<file path="config.mk">
export PLATFORM = sky130hd
export DESIGN_NAME = node_tree_walker
export DESIGN_NICKNAME = d
export VERILOG_FILES = /design/src/rtl/node_tree_walker.sv
export SDC_FILE = /design/constraint.sdc
export NUM_CORES = 2
export LEC_CHECK = 0
export CORE_AREA = 2 2 430 432
export CTS_CLUSTER_SIZE = 28
export DETAILED_ROUTE_END_ITERATION = 6
export DIE_AREA = 0 0 432 434
export PLACE_DENSITY = 0.66
export RECOVER_POWER = 100
export SKIP_LAST_GASP = 1
export SYNTH_ARGS = -nofsm -noshare
export SYNTH_HDL_FRONTEND = slang
export SYNTH_SLANG_ARGS = --single-unit
export TNS_END_PERCENT = 10
</file>
<file path="constraint.sdc">
create_clock -name clk_i -period 5.12 [get_ports clk_i]
set_clock_uncertainty 0.1 [all_clocks]
set_input_delay 1.024 -clock clk_i [delete_from_list [all_inputs] [get_ports clk_i]]
set_output_delay 1.024 -clock clk_i [all_outputs]
set_load 0.03 [all_outputs]
</file>
<file path="src/rtl/node_tree_walker.sv">
// node_tree_walker: resolves field ids against the children of the current node in a writable tree table,
// descending into and ascending out of sub-trees via a pointer stack.
module node_tree_walker #(
  parameter int ID_W = 8,
  parameter int DATA_W = 16,
  parameter int NUM_NODES = 64,
  parameter int MAX_CHILDREN = 8,
  parameter int MAX_DEPTH = 8,
  localparam int IDX_W = $clog2(NUM_NODES),
  localparam int CNT_W = $clog2(MAX_CHILDREN + 1),
  localparam int DEP_W = $clog2(MAX_DEPTH)
) (
  input  logic              clk_i,
  input  logic              reset_i,
  input  logic [ID_W-1:0]   field_id_i,
  input  logic              op_i,
  input  logic              field_id_valid_i,
  output logic              field_id_rdy_o,
  output logic              node_valid_o,
  input  logic              node_rdy_i,
  output logic [DATA_W-1:0] node_o,
  output logic [IDX_W-1:0]  node_idx_o,
  output logic [DEP_W-1:0]  depth_o,
  output logic [1:0]        err_o,
  input  logic              tree_restart_i,
  input  logic              cfg_we_i,
  input  logic [IDX_W-1:0]  cfg_addr_i,
  input  logic [ID_W-1:0]   cfg_id_i,
  input  logic [DATA_W-1:0] cfg_data_i,
  input  logic [IDX_W-1:0]  cfg_first_child_i,
  input  logic [CNT_W-1:0]  cfg_child_cnt_i,
  output logic              cfg_rdy_o
);
  localparam int E_W = ID_W + DATA_W + IDX_W + CNT_W;
  typedef enum logic [1:0] {IDLE, SCAN, ASC, RESP} state_t;
  state_t state;
  logic [E_W-1:0] mem [NUM_NODES];
  logic [E_W-1:0] rd_q;
  logic [IDX_W-1:0] stk [MAX_DEPTH];
  logic [IDX_W-1:0] rd_addr, ptr, cur, par;
  logic [CNT_W-1:0] rem;
  logic [DEP_W-1:0] depth;
  logic [ID_W-1:0] fid;
  logic first, top, hit, nf, ovf;
  logic [ID_W-1:0] rd_id;
  logic [DATA_W-1:0] rd_data;
  logic [IDX_W-1:0] rd_fc;
  logic [CNT_W-1:0] rd_cnt;
  assign {rd_id, rd_data, rd_fc, rd_cnt} = rd_q;
  assign cur = stk[depth];
  assign par = stk[depth - DEP_W'(depth != '0)];
  assign top = depth == DEP_W'(MAX_DEPTH - 1);
  assign hit = rd_id == fid;
  assign ovf = rd_cnt != '0 && top;
  // first SCAN cycle holds the current node's header; later cycles hold child ptr
  assign nf = first ? rd_cnt == '0 : !hit && rem == CNT_W'(1);
  assign field_id_rdy_o = state == IDLE;
  assign cfg_rdy_o = state == IDLE;
  always_comb
    rd_addr = state == IDLE ? (op_i ? par : cur) : (first ? rd_fc : ptr + 1'b1);
  always_ff @(posedge clk_i) begin
    if (cfg_we_i && cfg_rdy_o)
      mem[cfg_addr_i] <= {cfg_id_i, cfg_data_i, cfg_first_child_i, cfg_child_cnt_i};
    rd_q <= mem[rd_addr];
  end
  always_ff @(posedge clk_i or negedge reset_i) begin
    if (!reset_i) begin
      state <= IDLE;
      first <= 1'b0;
      fid <= '0;
      ptr <= '0;
      rem <= '0;
      depth <= '0;
      for (int i = 0; i < MAX_DEPTH; i++) stk[i] <= '0;
      node_valid_o <= 1'b0;
      node_o <= '0;
      node_idx_o <= '0;
      depth_o <= '0;
      err_o <= '0;
    end else if (tree_restart_i) begin
      state <= IDLE;
      depth <= '0;
      node_valid_o <= 1'b0;
      node_o <= '0;
      node_idx_o <= '0;
      depth_o <= '0;
      err_o <= '0;
    end else begin
      case (state)
        IDLE: if (field_id_valid_i) begin
          fid <= field_id_i;
          first <= 1'b1;
          state <= op_i ? ASC : SCAN;
        end
        SCAN: begin
          first <= 1'b0;
          ptr <= first ? rd_fc : ptr + 1'b1;
          rem <= first ? rd_cnt : rem - 1'b1;
          if (nf || (!first && hit)) begin
            state <= RESP;
            node_valid_o <= 1'b1;
            node_o <= nf ? '0 : rd_data;
            node_idx_o <= nf ? cur : ptr;
            err_o <= nf ? 2'd1 : ovf ? 2'd2 : 2'd0;
            depth_o <= depth + DEP_W'(!nf && rd_cnt != '0 && !top);
          end
        end
        ASC: begin
          state <= RESP;
          node_valid_o <= 1'b1;
          node_o <= rd_data;
          node_idx_o <= par;
          err_o <= depth == '0 ? 2'd3 : 2'd0;
          depth_o <= depth - DEP_W'(depth != '0);
        end
        RESP: if (node_rdy_i) begin
          state <= IDLE;
          node_valid_o <= 1'b0;
          if (depth_o > depth) stk[depth_o] <= node_idx_o;
          depth <= depth_o;
        end
        default: state <= IDLE;
      endcase
    end
  end
endmodule
</file>
==> results.py <==
metrics = {
    "worst_setup_path": {
        "critPathCaptureType": "flip-flop",
        "cp.arrival_ns": 5.63,
        "critPathMaxStageDelay_ns": 0.68,
        "cp-start-kind": "flip-flop",
        "worstPathMaxFanout": 11,
        "crit_chain": "nor3_1 > inv_1 > ha_1 > ha_1 > mux2_2 > mux4_2 > nand2_1 > o211ai_4 > buf_4 > nor4_4 > buf_4 > nand3_1 > nand4_1 > nor3_2 > a32o_1",
        "worst_ep_required_time_ns": 5.73,
        "cp_slowest_cell": "nor4_4",
        "crit_type": "flip-flop to flip-flop",
    },
    "timing": {
        "fin_crit_ns": 5.02,
        "drv_slew": 3216,
        "max_slew.worst_pin.slew_ns": 3.72,
        "grt_setup_unrepaired": "true",
        "relSlewSlack_pct": -148,
        "fin_crit_sh_pct": 98.0,
        "hold_viol": 0,
        "fmaxAchievable_ghz": 0.199,
        "finalSetupViolations": 0,
        "setup_slack_ns": 0.0999,
    },
    "clock_network": {
        "postCtsHoldBufs": 0,
        "clockRootBuffer": "clkbuf_16",
        "clkSinkCount": 2310,
        "path_clk_slew_ns": 0.06,
        "tritoncts": "yes",
        "cts_buffers": 225,
        "h-tree-depth": 4,
        "clock_latency_ns": 0.87,
        "cts_max_path_buffers": 3,
    },
    "drt": {
        "drtAntennaViolNets": 0,
        "vias": 55300,
        "drt-initial-drc-count": 7192,
        "viasPerCell": 6.23,
        "totalWireLength_mm": 256,
        "firstDrtPassIters": 6,
        "post_drt_wl_per_cell_um": 28.9,
        "drc_errors": 0,
    },
    "die": {
        "fp-row-count": 157,
        "core_mm2": 0.182,
        "initial_core_util_pct": 49.7,
        "io_pins": 85,
        "die_y_um": 434,
        "die-width_um": 432,
        "die_area_mm2": 0.187,
    },
    "logic_synthesis": {
        "syn-num-nets": 6129,
        "synth_edf_count": 2176,
        "synth_seq_cells": 2310,
        "ys_types": 81,
        "syn_area_mm2": 0.0908,
        "async_reset_ff_share_pct": 4.33,
        "yosysWarningCount": 0,
        "avgSynthCellArea_um2": 15.0,
        "netlist_instances": 6060,
        "synth_flop_cell": "edfxtp_1",
        "seq_area_frac_synth_pct": 75.5,
    },
    "final_layout": {
        "final_common_cell": "edfxtp_1",
        "utilization_pct": 56.4,
        "fin_nets": 6364,
        "layout-drive-gt1-share_pct": 11.9,
        "area_growth_pct": 13.4,
        "final_cell_mix": "edfxtp_1, nand2_1, nand3_1",
    },
    "global_route": {
        "grt_max_degree": 95,
        "grt_first_pass_wirelength_mm": 370,
        "grt_pass1_vias": 52400,
        "antenna_found_initial": 19,
        "grt_overflow": 0,
        "grt_usage_pct": 27.1,
    },
    "worst_hold_path": {
        "hp-class": "flip-flop to flip-flop",
    },
    "status": {
        "failed_checks": "max-capacitance violations, max-slew violations",
        "status": "finished with violations",
    },
    "placement": {
        "dpl.hpwl_mm": 150,
        "numPortBuffers": 84,
        "globalplace.congestion": 0.901,
        "post-place-ws_ns": 0.0247,
    },
    "power_and_ir_drop": {
        "power_density_mw_per_mm2": 539,
        "ir_drop_mv": 0.391,
        "p_leak_nw": 33.8,
    },
    "flow_run": {
        "cap_violations": 66,
    },
}
[where the power goes]
part           switching, mW  internal, mW
sequential             0.613          21.2
clock                   7.03          9.34
combinational           11.5          5.87
total                   19.1          36.4
[per-layer routing]
layer  global-route usage, %  vias up  share of wire [%]
li1                        -    23600                  -
met1                    38.4    28200                 40
met2                    43.0     3009                 47
met3                    5.45      463                 11
met4                    7.53        4                2.6
met5                       0        -             0.0086
[synthesized netlist by cell type (12+ instances only)]
master,count,area share (%)
a2111oi_2,26,0.43
a211oi_1,51,0.42
a21o_1,27,0.22
a21oi_1,196,1.1
a221oi_1,42,0.41
a222oi_1,25,0.28
a22o_1,49,0.47
a22oi_1,75,0.62
a31oi_1,45,0.31
a32oi_1,84,0.81
and2_1,27,0.19
buf_1,25,0.10
buf_2,122,0.67
buf_4,51,0.42
buf_6,27,0.33
clkbuf_1,146,0.60
dfrtp_1,100,2.8
dfxtp_1,34,0.75
edfxtp_1,2176,72
ha_1,14,0.19
inv_1,14,0.058
mux2_2,63,0.78
mux2i_1,410,4.5
mux4_2,12,0.30
nand2_1,1263,5.2
nand3_1,431,2.4
nand4_1,94,0.65
nor2_1,119,0.49
nor3_1,41,0.23
o21ai_0,50,0.28
o22ai_1,26,0.18
or4_1,27,0.22
[logic make-up (layout without fill, tap and decap cells)]
group	count (synthesis)	count (layout)	synth area share [%]
flip-flops	2310	2310	75.5
AND/OR/NAND/NOR	2075	2075	10.0
AO/OA/AOI/OAI	773	773	6.28
multiplexers	487	487	5.63
buffers and inverters	386	812	2.20
XOR/XNOR	15	15	0.161
adder cells (fa/ha/maj)	14	14	0.193
other	0	7	0
[registers in the layout, indices dropped and copies added (netlist names)]
register / cells
node_idx_o: 6
node_valid_o: 1
rem: 4
mem: 2176
state: 2
depth_o: 3
stk: 48
rd_q: 34
node_o: 16
first: 1
fid: 8
ptr: 6
depth: 3
err_o: 2
[repair_timing]
item,4_1_cts,5_1_grt
gates resized for setup,0,2
endpoints found under the setup margin,0,17
buffers inserted,0,8
[cell type report]
class / count / area [µm²]
inverter: 15 / 56.3
timing repair buffer: 379 / 3320
antenna: 7 / 17.5
tap: 2385 / 2980
clock buffer: 282 / 5970
sequential: 2310 / 68500
clock inverter: 136 / 1300
multi-input combinational: 3364 / 20700
fill: 14100 / 79600
[worst max-delay path: cells and delay by family, from the launching register on]
family	cells	cell delay, ns
adders and majority gates	2	0.61
AOI/OAI and AO/OA	2	0.61
muxes	2	0.85
DFF	1	0.38
and+or+nand+nor	6	1.60
buffers and inverters	3	0.71
[worst paths after layout]
kind | startpoint | end | slack, ns | depth (start not counted)
worst max-delay path | depth[0] | rd_q[31] | 0.1 | 15
worst min-delay path | err_o[1] | err_o[1] | 0.38 | 2
worst max register to register | depth[0] | rd_q[31] | 0.1 | 15
worst min register to register | err_o[1] | err_o[1] | 0.38 | 2
max in group asynchronous | reset_i | stk[0] | 1.22 | 2
min in group asynchronous | reset_i | node_o[12] | 1.33 | 1
[metrics by stage]
step | std cells | cell area, µm² | hold WS [ns] | power, mW | setup TNS (ns)
after floorplan | 6060 | 90800 | 0.327 | 32.1 | 0
after global placement | 8442 | 96100 | 0.375 | 38.9 | -0.916
after detailed placement | 8445 | 96100 | 0.378 | 39.1 | 0
after CTS | 8863 | 103000 | 0.157 | 55.3 | 0
after global routing | 8877 | 103000 | 0.414 | 57.4 | -0.913
final | 8878 | 103000 | 0.385 | 55.5 | 0
No activity file was read; power rests on OpenSTA's default activity.
